--- config.mk ---
export PLATFORM = sky130hd
export DESIGN_NAME = sram_bus_arbiter
export DESIGN_NICKNAME = d
export VERILOG_FILES = /design/src/rtl/sram_arb_pkg.sv /design/src/rtl/sram_bus_arbiter.sv
export SDC_FILE = /design/constraint.sdc
export NUM_CORES = 1
export LEC_CHECK = 0
export ABC_AREA = 1
export ABC_CLOCK_PERIOD_IN_PS = 1420
export CAP_MARGIN = 15
export CORE_ASPECT_RATIO = 0.5
export CORE_MARGIN = 1.5
export CORE_UTILIZATION = 41
export DETAILED_ROUTE_END_ITERATION = 10
export PLACE_DENSITY = 0.82
export RECOVER_POWER = 50
export SETUP_SLACK_MARGIN = 0.4
export SLEW_MARGIN = 15
export SYNTH_ARGS = -nofsm -noshare
export SYNTH_HDL_FRONTEND = slang
export SYNTH_SLANG_ARGS = --single-unit
export TNS_END_PERCENT = 30
--- constraint.sdc ---
create_clock -name clk -period 1.42 [get_ports clk]
set_input_delay 0.213 -clock clk [delete_from_list [all_inputs] [get_ports clk]]
set_output_delay 0.213 -clock clk [all_outputs]
set_load 0.05 [all_outputs]
--- src/rtl/sram_arb_pkg.sv ---
// Shared types for the SRAM bus arbiter.
//   arb_state_t : arbiter FSM states
//   arb_gnt_t   : which requester owns the current access
package sram_arb_pkg;

  typedef enum logic [1:0] {ARB_IDLE, ARB_ACCESS, ARB_RESP} arb_state_t;
  typedef enum logic {GNT_IF, GNT_MEM} arb_gnt_t;

endpackage

--- src/rtl/sram_bus_arbiter.sv ---
// sram_bus_arbiter: shares one single-port SRAM between instruction fetch (IF)
// and data access (MEM). One access is in flight at a time; each access holds
// sram_ce for SRAM_LAT cycles and is acknowledged one cycle later.
//
// Ports
//   clk, rst                 clock (rising edge), async active-low reset
//   if_req/if_addr/flush_if  fetch request, address and fetch kill
//   mem_req/we/be/addr/wdata data request
//   if_ack/if_rdata          fetch completion pulse and data
//   mem_ack/mem_rdata        data completion pulse and load data
//   if_stall_req/mem_stall_req  requester stall (req & ~ack)
//   sram_*                   SRAM macro interface
//
// Build option: define SRAM_ARB_RR_EN to resolve IF/MEM ties round-robin;
// otherwise MEM always wins a tie.
//
// state      | meaning
// ARB_IDLE   | no access in flight; arbitrate and latch the winner
// ARB_ACCESS | sram_ce held; count down SRAM_LAT cycles, capture read data
// ARB_RESP   | one-cycle ack to the granted requester
module sram_bus_arbiter
  import sram_arb_pkg::*;
#(
  parameter int ADDR_W   = 32,
  parameter int DATA_W   = 32,
  parameter int SRAM_LAT = 2
) (
  input  logic                clk,
  input  logic                rst,
  input  logic                if_req,
  input  logic [ADDR_W-1:0]   if_addr,
  input  logic                flush_if,
  input  logic                mem_req,
  input  logic                mem_we,
  input  logic [DATA_W/8-1:0] mem_be,
  input  logic [ADDR_W-1:0]   mem_addr,
  input  logic [DATA_W-1:0]   mem_wdata,
  output logic                if_ack,
  output logic [DATA_W-1:0]   if_rdata,
  output logic                mem_ack,
  output logic [DATA_W-1:0]   mem_rdata,
  output logic                if_stall_req,
  output logic                mem_stall_req,
  output logic                sram_ce,
  output logic                sram_we,
  output logic [DATA_W/8-1:0] sram_be,
  output logic [ADDR_W-1:0]   sram_addr,
  output logic [DATA_W-1:0]   sram_wdata,
  input  logic [DATA_W-1:0]   sram_rdata
);

  localparam int CNT_W = $clog2(SRAM_LAT + 1);
  localparam int BE_W  = DATA_W / 8;

  arb_state_t         state_q, state_d;
  arb_gnt_t           gnt_q, gnt_d;
  logic [CNT_W-1:0]   cnt_q, cnt_d;
  logic               kill_q, kill_d;
  logic               we_q, we_d;
  logic [BE_W-1:0]    be_q, be_d;
  logic [ADDR_W-1:0]  addr_q, addr_d;
  logic [DATA_W-1:0]  wdata_q, wdata_d;
  logic [DATA_W-1:0]  rdata_q, rdata_d;

  logic               if_elig;
  logic               grant_vld;
  arb_gnt_t           grant_sel;

`ifdef SRAM_ARB_RR_EN
  arb_gnt_t           last_q, last_d;
`endif

  always_comb begin
    if_elig   = if_req & ~flush_if;
    grant_vld = if_elig | mem_req;
    grant_sel = mem_req ? GNT_MEM : GNT_IF;
`ifdef SRAM_ARB_RR_EN
    // On a tie, hand the bus to whoever did not get it last time.
    if (if_elig && mem_req) begin
      grant_sel = (last_q == GNT_IF) ? GNT_MEM : GNT_IF;
    end
`endif
  end

  always_comb begin
    state_d = state_q;
    gnt_d   = gnt_q;
    cnt_d   = cnt_q;
    kill_d  = kill_q;
    we_d    = we_q;
    be_d    = be_q;
    addr_d  = addr_q;
    wdata_d = wdata_q;
    rdata_d = rdata_q;
`ifdef SRAM_ARB_RR_EN
    last_d  = last_q;
`endif
    case (state_q)
      ARB_IDLE: begin
        kill_d = 1'b0;
        if (grant_vld) begin
          state_d = ARB_ACCESS;
          gnt_d   = grant_sel;
          cnt_d   = CNT_W'(SRAM_LAT - 1);
          // Fetches never write, so write controls are zeroed for IF.
          if (grant_sel == GNT_MEM) begin
            we_d    = mem_we;
            be_d    = mem_be;
            addr_d  = mem_addr;
            wdata_d = mem_wdata;
          end else begin
            we_d    = 1'b0;
            be_d    = '0;
            addr_d  = if_addr;
            wdata_d = '0;
          end
`ifdef SRAM_ARB_RR_EN
          last_d = grant_sel;
`endif
        end
      end
      ARB_ACCESS: begin
        if (gnt_q == GNT_IF && flush_if) kill_d = 1'b1;
        if (cnt_q == '0) begin
          state_d = ARB_RESP;
          rdata_d = sram_rdata;
        end else begin
          cnt_d = cnt_q - CNT_W'(1);
        end
      end
      ARB_RESP: begin
        state_d = ARB_IDLE;
        kill_d  = 1'b0;
      end
      default: state_d = ARB_IDLE;
    endcase
  end

  always_ff @(posedge clk or negedge rst) begin
    if (!rst) begin
      state_q <= ARB_IDLE;
      gnt_q   <= GNT_IF;
      cnt_q   <= '0;
      kill_q  <= 1'b0;
      we_q    <= 1'b0;
      be_q    <= '0;
      addr_q  <= '0;
      wdata_q <= '0;
      rdata_q <= '0;
`ifdef SRAM_ARB_RR_EN
      last_q  <= GNT_IF;
`endif
    end else begin
      state_q <= state_d;
      gnt_q   <= gnt_d;
      cnt_q   <= cnt_d;
      kill_q  <= kill_d;
      we_q    <= we_d;
      be_q    <= be_d;
      addr_q  <= addr_d;
      wdata_q <= wdata_d;
      rdata_q <= rdata_d;
`ifdef SRAM_ARB_RR_EN
      last_q  <= last_d;
`endif
    end
  end

  // A flush arriving in the RESP cycle itself must also swallow the ack,
  // so flush_if is checked live alongside the registered kill flag.
  assign if_ack  = (state_q == ARB_RESP) && (gnt_q == GNT_IF) && !kill_q && !flush_if;
  assign mem_ack = (state_q == ARB_RESP) && (gnt_q == GNT_MEM);

  assign if_rdata  = if_ack ? rdata_q : '0;
  assign mem_rdata = (mem_ack && !we_q) ? rdata_q : '0;

  assign if_stall_req  = if_req & ~if_ack;
  assign mem_stall_req = mem_req & ~mem_ack;

  assign sram_ce    = (state_q == ARB_ACCESS);
  assign sram_we    = sram_ce & we_q;
  assign sram_be    = sram_ce ? be_q : '0;
  assign sram_addr  = sram_ce ? addr_q : '0;
  assign sram_wdata = sram_ce ? wdata_q : '0;

endmodule
==> results.md, run 1 <==
- In this run the core area contains 29 standard-cell rows.
- Clock tree synthesis inserted a total of 9 buffers.
- The leading cell type in the layout, fill and taps excluded is nand2_1.
- The via count of the first global-routing pass is 6,756.
- Global routing used 58.45% of the available met2 tracks.
- For this configuration, the core starts out at a cell density of 42.52%.
- For this design the total switching power over the nets is 11.78 mW.
- Per report_power, the sequential group accounts for 22.1% of the total.
- After clock tree synthesis, the clock-pin slew on the worst setup and hold paths is 0.08 ns.
- The slowest stage cell on the critical path is dfrtp_1.
- The number of buffer cells added on primary ports is 275.
- The max-slew violation count came to 0.
- Counting along the longest clock path gives a buffer depth of 2.
- The cell that appears most often on the critical path is nor2_4.
- The minimum clock period after layout is 1.941 ns.
- The total die area is 14,030 um2.
- The post-route netlist has 30.11% of its cells at a drive strength greater than 1.
- Once detailed placement completed, the half-perimeter wirelength came to 15.06 mm.
- Per report_power, the combinational group accounts for 65.8% of the total.
- The largest single stage delay on the critical path is 0.39 ns.
- met2 is the most crowded layer.
- The maximum number of pins on one net before global-route repair is 59.
- The type of destination of the critical path is an output port.
- The worst path arrival time is 1.73 ns.
- In this run the standard cell core region covers 12,810 um2.
- The post-synthesis net count is 939.
- The internal power summed over all cells is 12.17 mW.
- The worst hold path endpoint is addr_q[7]$_DFFE_PN0P_.
- The net total in the final layout is 1,220.
- Setup violations remaining at the end of the flow were counted as 242.
- The final reports fail on negative setup slack.
- The average via count per standard cell is 5.297.
- From left edge to right edge, the die measures 166.0 um.
- The required time at the endpoint of the critical path is 1.21 ns.
- In this run the clock root is driven by a clkbuf_16.
- The fraction of the yosys area taken by sequential cells is 49.16%.
- Setup repair after global routing could not meet its margin everywhere.
- The cell area that synthesis handed to floorplanning was 5446 um2.
- The count of final hold-check violations was 0.
- The flow ran to the end, but the final reports show violations.
- The cell family contributing the most delay on the critical path is buffers and inverters.
- The utilization after layout is 87.62%.
- The post-synthesis cell count is 800.
- For flop-to-flop paths, the worst setup slack is -0.19 ns.
- In the final routed layout, each cell accounts on average for 19.64 um.
- The number of nets still failing antenna checks after routing is 0.
- In the layout the commonest cells are nand2_1, buf_12, clkdlybuf4s50_1, inv_1, dfrtp_1.
- The maximum clock skew at final layout is 0.009098 ns.
- OpenSTA, run right after detailed placement, puts the worst setup slack at -0.3404 ns.
- Across every metal layer, demand over resource in global routing totals 32.14%.
- The worst reg2reg path startpoint is state_q[0]$_DFFE_PN0P_.
- The worst setup path is launched from a flip-flop.
- The total length of routed wires is 24.67 mm.
- The total buffers and inverters traversed by the critical path is 4.
- Pin placement for this block handled 276 I/O pins.
- At the pin with the least slew margin, the transition time is 0.6225 ns.
- Dividing the final minimum period by the clock period gives 136.7%.
- The path type of the worst setup path is reg -> out.
- The total power after layout is 23.95 mW.
- The capture instance of the worst register-to-register path is rdata_q[14]$_DFFE_PN0P_.
- Clock latency on the worst-skew pair, taken at its later pin, is 0.36 ns.
- Across the run, the number of max-cap violations was 0.
- In this run the most critical hold path is launched from mem_req.
- The number of cells on the worst reg-to-reg path is 8.
- The remaining design rule violation count is 0.
- The highest achievable clock rate is 0.5151 GHz.
- The number of antenna violations at the first check in global routing is 0.
- The critical-path maximum fanout is 6.
- 0 antenna diodes ended up in the layout.
- The signal on the critical path passes through inv_2 -> nor2_4 -> nand2_2 -> clkinvlp_4 -> nand2_8 -> buf_16 -> nor2_4 -> buf_12.
- Relative to the synthesized area, the layout overhead comes to 106.1%.
- The count of cell types in the netlist is 14.
- Summing over every cut layer, the via total after detailed routing is 6,653.
- The total clock sinks is 107.
- The switching power share of the total is 49.19%.
- The overall overflow remaining after global route is 0.
- Final hold analysis gives a worst-case slack of 0.3371 ns.
- The height of the die is 84.50 um.
- The static leakage is 5.173 nW.
- For met1 alone, demand over resource in global routing was 34.74%.
- Averaged over all synthesized cells, the footprint is 6.808 um2.
- Routability-driven placement finished with a final weighted congestion of 0.8234.
- The first-pass GRT wire length is 35.32 mm.
- In the global route stage, met3 resource usage came out at 7.261%.
- The setup slack after layout is -0.5214 ns.
- The maximum VDD drop is 1.431 mV.
- During synthesis, Yosys emitted a total of 0 warnings.
- In this run, the clock network consumes 12.1% of the power.
- TritonCTS built the clock tree.
- The pre-antenna-repair detailed-routing pass consisted of 6 iterations.
- The path category of the worst min-delay check is in -> reg.
- In this run the power density over the cells is 2134 nW/um2.
- Counting flops and latches in the post-synthesis netlist gives 107.
- The worst pin sits at a relative slew slack of 58.50%.
- The cell depth of the worst min-delay path is 6.
- The maximum level of the CTS H-tree is 3.
- The number of DRC markers in iteration 0 is 572.
## layout make-up
cell class | instances | area, um2
clock buffer | 9 | 225.2
clock inverter | 7 | 113.9
fill | 560 | 1585
inverter | 116 | 447.9
multi-input combinational | 531 | 2879
sequential | 107 | 2678
tap | 170 | 212.7
timing repair buffer | 316 | 4667
## tightest hold or removal path, stage by stage
cell,delay [ns]
buf_2,0.13
inv_2,0.09
nand2_1,0.07
nand2_1,0.04
nand2_1,0.06
nand2_1,0.05
## sequential cells by signal, summed over array words and instances (netlist names), 2 cells and up
signal	flops
addr_q	32
be_q	4
cnt_q	2
rdata_q	32
state_q	2
wdata_q	32
## repair_timing
item | CTS | global route
endpoints found under the hold margin | 22 | 0
hold buffers | 1 | 0
cloned | 2 | 1
pin swaps | 4 | 2
setup endpoints to repair | 245 | 245
setup buffers | 2 | 4
resized for setup | 47 | 32
## worst max-delay path by stage
stage                      startpoint                     end  cells past startpoint  slack [ns]
2_1_floorplan  state_q[1]$_DFFE_PN0P_           mem_rdata[10]                      7       -0.29
3_3_place_gp                 flush_if            if_rdata[11]                      7       -0.27
4_1_cts        state_q[1]$_DFFE_PN0P_           mem_rdata[25]                      8       -0.46
5_1_grt        state_q[1]$_DFFE_PN0P_           mem_rdata[16]                      8       -0.56
3_5_place_dp                   if_req  addr_q[26]$_DFFE_PN0P_                      7       -0.34
6_report       state_q[1]$_DFFE_PN0P_           mem_rdata[31]                      8       -0.52
## metal layers
metal,wire (um),vias to the layer above
li1,-,2905
met1,9003,3146
met2,12360,450
met3,1748,152
met4,1559,0
met5,0,-
## kinds of logic (layout without fill, tap and decap cells)
group,Yosys count,in the layout,synth area share [%]
simple gates,496,496,35.35
buf+inv,162,448,12.13
flops,107,107,49.16
compound gates,34,34,3.124
fa+ha+maj,1,1,0.2297
## stage by stage
step           cells  setup TNS (ns)  cell area, um2
2_1_floorplan    800          -25.71            6048
3_3_place_gp    1230          -21.65           10510
3_5_place_dp    1230          -25.62           10510
4_1_cts         1251          -57.16           11070
5_1_grt         1256          -77.99           11220
6_report        1256          -69.14           11220
## Yosys cell counts (all sizes together)
cell type  count  area (um2)
buf           24       142.6
nor2         138       525.5
ha             1       12.51
nand4          1       6.260
nand2        314        1179
a21oi          1       5.000
nand3         43       215.2
dfrtp        107        2678
clkbuf        22       82.58
inv          116       435.4
o21ai         33       165.2
## power by group through the flow
stage / clock network [mW] / logic [mW] / registers (mW)
after floorplan: 0 / 7.98 / 5.00
after global placement: 0 / 13.8 / 5.06
after detailed placement: 0 / 14.2 / 5.18
after CTS: 2.90 / 14.9 / 5.16
after global routing: 3.03 / 16.4 / 5.39
final: 2.90 / 15.8 / 5.29
Note: power is estimated with default switching activity, not from simulation.
==> inputs of run 2 (changes only) <==
--- a/config.mk
+++ b/config.mk
@@ -10,12 +10,12 @@
 export CAP_MARGIN = 15
 export CORE_ASPECT_RATIO = 0.5
 export CORE_MARGIN = 1.5
-export CORE_UTILIZATION = 41
+export CORE_UTILIZATION = 42
+export CTS_BUF_LIST = sky130_fd_sc_hd__clkbuf_8
 export DETAILED_ROUTE_END_ITERATION = 10
-export PLACE_DENSITY = 0.82
+export PLACE_DENSITY = 0.84
 export RECOVER_POWER = 50
 export SETUP_SLACK_MARGIN = 0.4
-export SLEW_MARGIN = 15
 export SYNTH_ARGS = -nofsm -noshare
 export SYNTH_HDL_FRONTEND = slang
 export SYNTH_SLANG_ARGS = --single-unit
==> results.md, run 2 (synthesized netlist as in run 1, its figures left out) <==
- The average via count per standard cell is 5.575 (+5.3%).
- The minimum clock period after layout came to 2.112 ns (+0.1706 ns).
- The portion of total power attributed to sequential cells is 22.2% (about the same).
- The number of antenna violations at the first check in global routing came to 0 (unchanged).
- The wire length per cell is 21.42 um (+9.1%).
- The number of nets still failing antenna checks after routing was 0 (unchanged).
- The internal power summed over all cells is 11.68 mW (-4.0%).
- Setup repair after global routing could not meet its margin everywhere.
- The sum of negative setup slack is -91.16 ns (-22.02 ns).
- Clock tree synthesis selected as its root buffer the cell clkbuf_8.
- The number of buffers inserted during clock tree synthesis came to 9 (unchanged).
- The type of destination of the critical path is an output port.
- The post-placement cell count is 1,234 (+0.33%).
- Leaving out fill and tap cells, the most frequent cell in the layout is nand2_1.
- The total number of vias was 7,047 (+5.9%).
- The overall overflow remaining after global route is 0 (unchanged).
- The top-level I/O count is 276 (unchanged).
- The worst path arrival time is 1.90 ns (+0.17 ns).
- The number of placement rows is 29 (unchanged).
- The net total in the final layout is 1,228 (+0.66%).
- The switching power share of the total is 51.59% (+2.4 points).
- The required time at the endpoint of the critical path came to 1.21 ns (about the same).
- The layout overhead on the synthesized area is 108.4%.
- The worst max-slew margin expressed relative to the limit is 46.42% (-12 points).
- The maximum clock skew at final layout is 0.01285 ns (+0.003749 ns).
- The maximum VDD drop came to 1.279 mV (-11%).
- TritonCTS built the clock tree.
- The static leakage came to 5.186 nW (+0.25%).
- The slowest stage cell on the critical path is dfrtp_1.
- The checks that failed: negative setup slack.
- The transition time at the pin with the least slew margin is 0.8036 ns (+0.1811 ns).
- The most numerous cell type found on the critical path is buf_12.
- The remaining design rule violation count came to 0 (unchanged).
- The total die area is 13,700 um2 (-2.3%).
- The clock transition at the register clock pins on the worst setup and hold paths after CTS is 0.12 ns (+0.04 ns).
- The global-route total usage across every layer was 36.30% (+4.2 points).
- The floorplan die width was 164.0 um (-1.2%).
- The fraction of final layout cells with drive strength greater than 1 is 32.27% (+2.2 points).
- The maximum level of the CTS H-tree is 3 (unchanged).
- The final clock period utilization by the worst path is 148.7% (+12 points).
- The clock network power share is 8.4% (-3.7 points).
- The number of buffer cells added on primary ports is 275 (unchanged).
- The placeable core area was 12,660 um2 (-1.1%).
- The max-slew violation count is 0 (unchanged).
- The final count of negative-setup-slack endpoints is 243 (+0.41%).
- The path type of the worst setup path is reg -> out.
- The share of total power in combinational logic was 69.5% (+3.7 points).
- The height of the die came to 83.53 um (-1.2%).
- The effective utilization at floorplan is 43.01% (+0.49 points).
- The count of final hold-check violations is 0 (unchanged).
- The final cell count without fillers is 1,264 (+0.64%).
- The number of DRC markers in iteration 0 is 741 (+30%).
- The max-cap violation count was 0 (unchanged).
- The critical path goes through inv_2 -> nor2_4 -> nand4_1 -> buf_6 -> buf_12 -> buf_12 -> nor2_4 -> buf_12.
- The clock latency reported for the late side of the worst-skew pair is 0.39 ns (+0.03 ns).
- Leaving out fill and tap cells, the most frequent cells in the layout are nand2_1, buf_12, clkdlybuf4s50_1, inv_1, dfrtp_1.
- The setup slack after layout is -0.6919 ns (-0.1706 ns).
- The kind of launch point of the worst setup path is a flip-flop.
- The largest registers in the layout are addr_q x32, rdata_q x32, wdata_q x32.
- The path category of the worst min-delay check is in -> reg.
- The net switching component of the power was 12.45 mW (+5.7%).
- The maximum single-stage delay on the critical path is 0.43 ns (+0.04 ns).
- The critical-path maximum fanout came to 6 (unchanged).
- The total power divided by cell area is 2126 nW/um2 (-0.38%).
- The cell family contributing the most delay on the critical path is buffers and inverters.
- The total length of routed wires is 27.08 mm (+9.8%).
- The total buffers and inverters traversed by the critical path is 5 (+1).
- The length of the first detailed-routing pass in iterations is 8 (+2).
- The maximum count of clock buffers along a single path is 2 (unchanged).
- The antenna diode count came to 0 (unchanged).
- The total clock sinks is 107 (unchanged).
- The via count of the first global-routing pass is 7,128 (+5.5%).
- The first-pass GRT wire length was 38.38 mm (+8.7%).
- The final RePlAce weighted congestion is 0.7846 (-4.7%).
- The highest achievable clock rate is 0.4735 GHz (-8.1%).
- The maximum number of pins on one net before global-route repair is 65 (+10%).
- The HPWL reported at the end of detailed placement is 15.04 mm (-0.13%).
- The run finished, with violations left.
## run 2: cell types whose count changed in the layout (fill, tap and decap cells not counted), sizes merged
cell      delta
bufinv       -2
buf          +8
clkinvlp     +1
inv          +1
## run 2: timing repair
action	4_1_cts	5_1_grt
endpoints found under the setup margin	244	245
cloned	3	1
buffers inserted	5	4
pin swaps	5	11
resized for setup	108	26
hold endpoints to repair	28	0
hold buffers	1	0
## run 2: final timing paths
path	slack, ns	cells past startpoint	to	from
worst max-delay path	-0.69	8	if_rdata[28]	state_q[1]$_DFFE_PN0P_
worst min-delay path	0.34	4	wdata_q[22]$_DFFE_PN0P_	mem_req
worst max register to register	-0.37	8	cnt_q[0]$_DFFE_PN0P_	state_q[1]$_DFFE_PN0P_
worst min register to register	0.49	2	wdata_q[28]$_DFFE_PN0P_	wdata_q[28]$_DFFE_PN0P_
max in group asynchronous	0.16	3	addr_q[7]$_DFFE_PN0P_	rst
min in group asynchronous	0.46	2	rdata_q[22]$_DFFE_PN0P_	rst
## run 2: through the flow
step | power, mW | cell area, um2 | hold WS (ns) | utilization (%) | worst slack (ns)
after floorplan | 12.98 | 6048 | -0.08259 | - | -0.2903
after global placement | 18.70 | 10530 | 0.1708 | 83.15 | -0.2617
after detailed placement | 19.28 | 10530 | 0.1733 | 83.15 | -0.3039
after CTS | 22.85 | 11210 | 0.3206 | 88.51 | -0.5078
after global routing | 24.94 | 11350 | 0.3540 | 89.63 | -0.6910
final | 24.12 | 11350 | 0.3445 | 89.63 | -0.6919
## run 2: power by group through the flow
stage                     Clock [mW]  Combinational (mW)  Sequential [mW]
final                           2.02                16.8             5.35
after global routing            2.12                17.4             5.41
after CTS                       1.93                15.8             5.15
after detailed placement           0                14.1             5.18
after global placement             0                13.6             5.07
after floorplan                    0                7.98             5.00
## run 2: final cells by class
class,count,area (um2)
Timing Repair Buffer,324,4812
Fill cell,487,1314
Clock buffer,9,123.9
Inverter,116,447.9
Tap cell,170,212.7
Multi-Input combinational cell,531,3007
Sequential cell,107,2678
Clock inverter,7,68.82
## run 2: worst register-to-register path, cell delays in order, from the launching register on
cell	delay [ns]
dfrtp_1	0.44
buf_4	0.16
buf_4	0.13
buf_6	0.12
nor2_4	0.15
buf_6	0.25
nand3_1	0.18
nand3_1	0.16
nand2_1	0.10
## run 2: per-layer routing
metal	routed length, um	track usage (%)	vias to the layer above	part of all wire [%]
met4	2504	23.97	0	9.2
met5	0	0	-	0
met3	2543	9.439	238	9.4
li1	-	-	2914	-
met1	9222	40.51	3304	34
met2	12810	61.45	591	47
==> inputs of run 3 (changes only) <==
--- a/config.mk
+++ b/config.mk
@@ -5,15 +5,13 @@
 export SDC_FILE = /design/constraint.sdc
 export NUM_CORES = 1
 export LEC_CHECK = 0
-export ABC_AREA = 1
 export ABC_CLOCK_PERIOD_IN_PS = 1420
 export CAP_MARGIN = 15
-export CORE_ASPECT_RATIO = 0.5
-export CORE_MARGIN = 1.5
-export CORE_UTILIZATION = 42
+export CORE_MARGIN = 8
+export CORE_UTILIZATION = 41
 export CTS_BUF_LIST = sky130_fd_sc_hd__clkbuf_8
 export DETAILED_ROUTE_END_ITERATION = 10
-export PLACE_DENSITY = 0.84
+export PLACE_DENSITY = 0.82
 export RECOVER_POWER = 50
 export SETUP_SLACK_MARGIN = 0.4
 export SYNTH_ARGS = -nofsm -noshare
==> results.md, run 3 <==
- Setup repair after global routing could not meet its margin everywhere.
- For hold timing, the worst endpoint is state_q[0]$_DFFE_PN0P_.
- The switching power share of the total is 41.12% (-10 points).
- The register-to-register setup slack is -0.31 ns (+0.06 ns).
- The slowest stage cell on the critical path is dfrtp_1.
- The highest achievable clock rate is 0.4956 GHz (+4.7%).
- The synthesized area is 5380 um2 (-1.2%).
- The maximum VDD drop came to 1.739 mV (+36%).
- The number of buffer cells added on primary ports is 275 (unchanged).
- The flow ran to the end, but the final reports show violations.
- The minimum setup slack after placement came to -0.4064 ns (-0.1025 ns).
- The complex-gate fraction of the synthesized area is 6.698% (+3.6 points).
- The max-cap violation count came to 0 (unchanged).
- The adder-cell share of the synthesized area came to 0.2326% (+0.0028 points).
- dfrtp_1 takes more of the synthesized area than any other cell.
- The type of destination of the critical path is an output port.
- The capture instance of the worst register-to-register path is rdata_q[14]$_DFFE_PN0P_.
- The global-route total usage across every layer was 23.27% (-13 points).
- The final RePlAce weighted congestion is 0.7711 (-1.7%).
- The depth of the worst register-to-register path is 7 (-1).
- The length of the first detailed-routing pass in iterations came to 4 (-4).
- The first-pass GRT wire length is 30.09 mm (-22%).
- The number of antenna violations at the first check in global routing was 0 (unchanged).
- The number of nets still failing antenna checks after routing came to 0 (unchanged).
- The count of cell types in the netlist was 22 (+8).
- By area, the combinational part of the netlist is dominated by multiplexers.
- The portion of total power attributed to sequential cells was 22.6% (+0.4 points).
- The effective utilization at floorplan is 41.28% (-1.7 points).
- The max-slew violation count is 0 (unchanged).
- The worst path arrival time is 1.80 ns (-0.10 ns).
- The fraction of final layout cells with drive strength greater than 1 is 59.56% (+27 points).
- The HPWL reported at the end of detailed placement is 14.18 mm (-5.7%).
- The static leakage was 4.807 nW (-7.3%).
- The leading cell type in the layout, fill and taps excluded is buf_12.
- Among all cell types in the netlist, the one instantiated most often is and2_1.
- The startpoint of the worst hold path is mem_req.
- The maximum level of the CTS H-tree came to 3 (unchanged).
- The post-synthesis net count is 572 (-39%).
- The required time at the endpoint of the critical path is 1.21 ns (about the same).
- The fraction of met2 tracks used by global routing was 42.19% (-19 points).
- The kind of launch point of the worst setup path is a flip-flop.
- By startpoint and endpoint, the worst setup path is classified as reg -> out.
- The total die area came to 17,040 um2 (+24%).
- The via count of the first global-routing pass is 5,127 (-28%).
- The average via count per standard cell was 5.085 (-8.8%).
- The number of storage elements in the synthesis netlist was 107 (unchanged).
- The net total in the final layout came to 866 (-29%).
- The number of placement rows is 42 (+45%).
- The tree is rooted in a clkbuf_8.
- The fraction of the yosys area taken by sequential cells is 49.77% (+0.61 points).
- The maximum clock skew at final layout is 0.007694 ns (-0.005153 ns).
- The total length of routed wires was 20.85 mm (-23%).
- The clock network power share is 8.2% (-0.2 points).
- The clock latency reported for the late side of the worst-skew pair is 0.37 ns (-0.02 ns).
- The maximum count of clock buffers along a single path is 2 (unchanged).
- The final clock period utilization by the worst path is 142.1% (-6.6 points).
- The total power after layout is 25.24 mW (+4.6%).
- Among all flip-flop cells after synthesis, the most frequent one is dfrtp_1.
- The checks that failed: negative setup slack.
- The worst max-slew margin expressed relative to the limit is 35.20% (-11 points).
- The antenna diode count is 0 (unchanged).
- The final count of negative-setup-slack endpoints is 199 (-18%).
- The transition time at the pin with the least slew margin is 0.9720 ns (+0.1683 ns).
- The maximum number of pins on one net before global-route repair is 108 (+66%).
- The height of the die is 130.6 um (+56%).
- The share of total power in combinational logic came to 69.2% (-0.3 points).
- The average cell area after synthesis is 12.43 um2 (+83%).
- The number of buffers inserted during clock tree synthesis is 9 (unchanged).
- The internal power summed over all cells is 14.86 mW (+27%).
- The synthesis warning total came to 0 (unchanged).
- The setup slack after layout is -0.5978 ns (+0.09411 ns).
- The synthesized-area fraction occupied by xor and xnor cells is 0% (unchanged).
- The top-level I/O count is 276 (unchanged).
- The total clock sinks is 107 (unchanged).
- TritonCTS built the clock tree.
- The minimum clock period after layout is 2.018 ns (-0.09411 ns).
- Sorting the synthesized cells by area gives the leading types as dfrtp_1, and2_1, mux2_2, mux2_4, a22o_1.
- The wire length per cell is 22.97 um (+7.2%).
- The critical path goes through nand2b_4 -> nor4_4 -> buf_6 -> buf_6 -> buf_8 -> and2_4 -> buf_12.
- The total number of vias is 4,617 (-34%).
- The worst reg2reg path startpoint is state_q[0]$_DFFE_PN0P_.
- The total buffers and inverters traversed by the critical path is 4 (-1).
- In the layout the commonest cells are buf_12, and2_4, clkdlybuf4s50_1, dfrtp_1, mux2_2.
- By count the netlist is led by and2_1, dfrtp_1, mux2_2.
- The floorplan die width is 130.6 um (-20%).
- The remaining design rule violation count is 0 (unchanged).
- The area share of the largest cell type after synthesis is 49.77% (+0.61 points).
- The cell depth of the worst min-delay path is 3 (-1).
- In the final layout, the registers with the most flip-flops are addr_q x32, rdata_q x32, wdata_q x32.
- The post-synthesis cell count is 433 (-46%).
- The cell family contributing the most delay on the critical path is buffers and inverters.
- The share of cell area taken by muxes after synthesis is 22.33% (+22 points).
- The async set or reset register ratio after synthesis is 100.0% (unchanged).
- The maximum single-stage delay on the critical path is 0.43 ns (about the same).
- The number of DRC markers in iteration 0 is 179 (-76%).
- The total power divided by cell area came to 2350 nW/um2 (+11%).
- The synthesized-area fraction occupied by and/or/nand/nor cells was 17.65% (-18 points).
- The count of flip-flops with a built-in enable after synthesis is 0 (unchanged).
- The net switching component of the power is 10.38 mW (-17%).
- The critical-path maximum fanout was 8 (+2).
- The layout overhead on the synthesized area is 99.60%.
- The overall overflow remaining after global route is 0 (unchanged).
- The global routing usage on met1 is 24.50% (-16 points).
- The most utilized layer in the global route result is met2.
- By instance count, the cell type seen most on the critical path is buf_6.
- The path category of the worst min-delay check is in -> reg.
- The clock transition at the register clock pins on the worst setup and hold paths after CTS is 0.09 ns (-0.03 ns).
- The global-route track usage on met3 was 8.969% (-0.47 points).
- The count of final hold-check violations is 0 (unchanged).
- The placeable core area is 13,030 um2 (+2.9%).
[run 3: worst max-delay path by stage]
| stage | slack, ns | to | start | cells past startpoint |
|---|---|---|---|---|
| finish | -0.60 | if_rdata[6] | state_q[0]$_DFFE_PN0P_ | 7 |
| global route | -0.66 | if_rdata[28] | state_q[0]$_DFFE_PN0P_ | 7 |
| CTS | -0.57 | if_rdata[17] | state_q[0]$_DFFE_PN0P_ | 7 |
| detailed placement | -0.41 | addr_q[15]$_DFFE_PN0P_ | if_req | 5 |
| global placement | -0.37 | wdata_q[18]$_DFFE_PN0P_ | if_req | 6 |
| floorplan | -0.15 | if_rdata[22] | state_q[0]$_DFFE_PN0P_ | 4 |
[run 3: layout make-up]
type | count | area, um2
clock buffer | 10 | 137.6
clock inverter | 6 | 81.33
fill | 684 | 2293
inverter | 4 | 15.01
multi-input combinational | 290 | 2908
sequential | 107 | 2680
tap | 176 | 220.2
timing repair buffer | 315 | 4697
[run 3: cells by family after synthesis]
family,count (synthesis)
adders and majority gates,1
muxes,97
and+or+nand+nor,150
DFF,107
AOI/OAI and AO/OA,42
buffers and inverters,36
[run 3: stage by stage]
stage          setup TNS (ns)  utilization (%)  area (um2)  hold WS, ns  cells
3_3_place_gp           -37.53            77.06       10040       0.3251    873
2_1_floorplan          -11.75                -        5643     -0.08259    433
6_report               -80.34            82.40       10740       0.2989    908
4_1_cts                -73.92            80.61       10510       0.2831    900
3_5_place_dp           -45.32            77.06       10040       0.3336    873
5_1_grt                -94.82            82.40       10740       0.3086    908
[run 3: timing repair]
item / 4_1_cts / 5_1_grt
pin swaps: 46 / 26
endpoints found under the setup margin: 243 / 246
cloned: 3 / 6
resized for setup: 44 / 40
hold buffers: 1 / 0
endpoints found under the hold margin: 107 / 0
buffers inserted: 7 / 2
[run 3: worst register-to-register path, delay by kind of cell (launching register included)]
family / cells / cell delay [ns]
multiplexers: 1 / 0.33
AND/OR/NAND/NOR: 2 / 0.23
flip-flops: 1 / 0.43
buffers and inverters: 4 / 0.63
[run 3: power groups by stage]
stage / Sequential (mW) / Clock (mW) / Combinational, mW
floorplan: 5.21 / 0 / 8.75
global placement: 5.45 / 0 / 15.4
detailed placement: 5.61 / 0 / 15.7
CTS: 5.60 / 2.11 / 16.3
global route: 5.88 / 2.25 / 18.1
finish: 5.72 / 2.07 / 17.5
[run 3: per-layer routing]
metal,share of wire [%],vias up
met1,34,2327
met3,10,28
li1,-,2053
met5,0,-
met2,53,209
met4,2.0,0
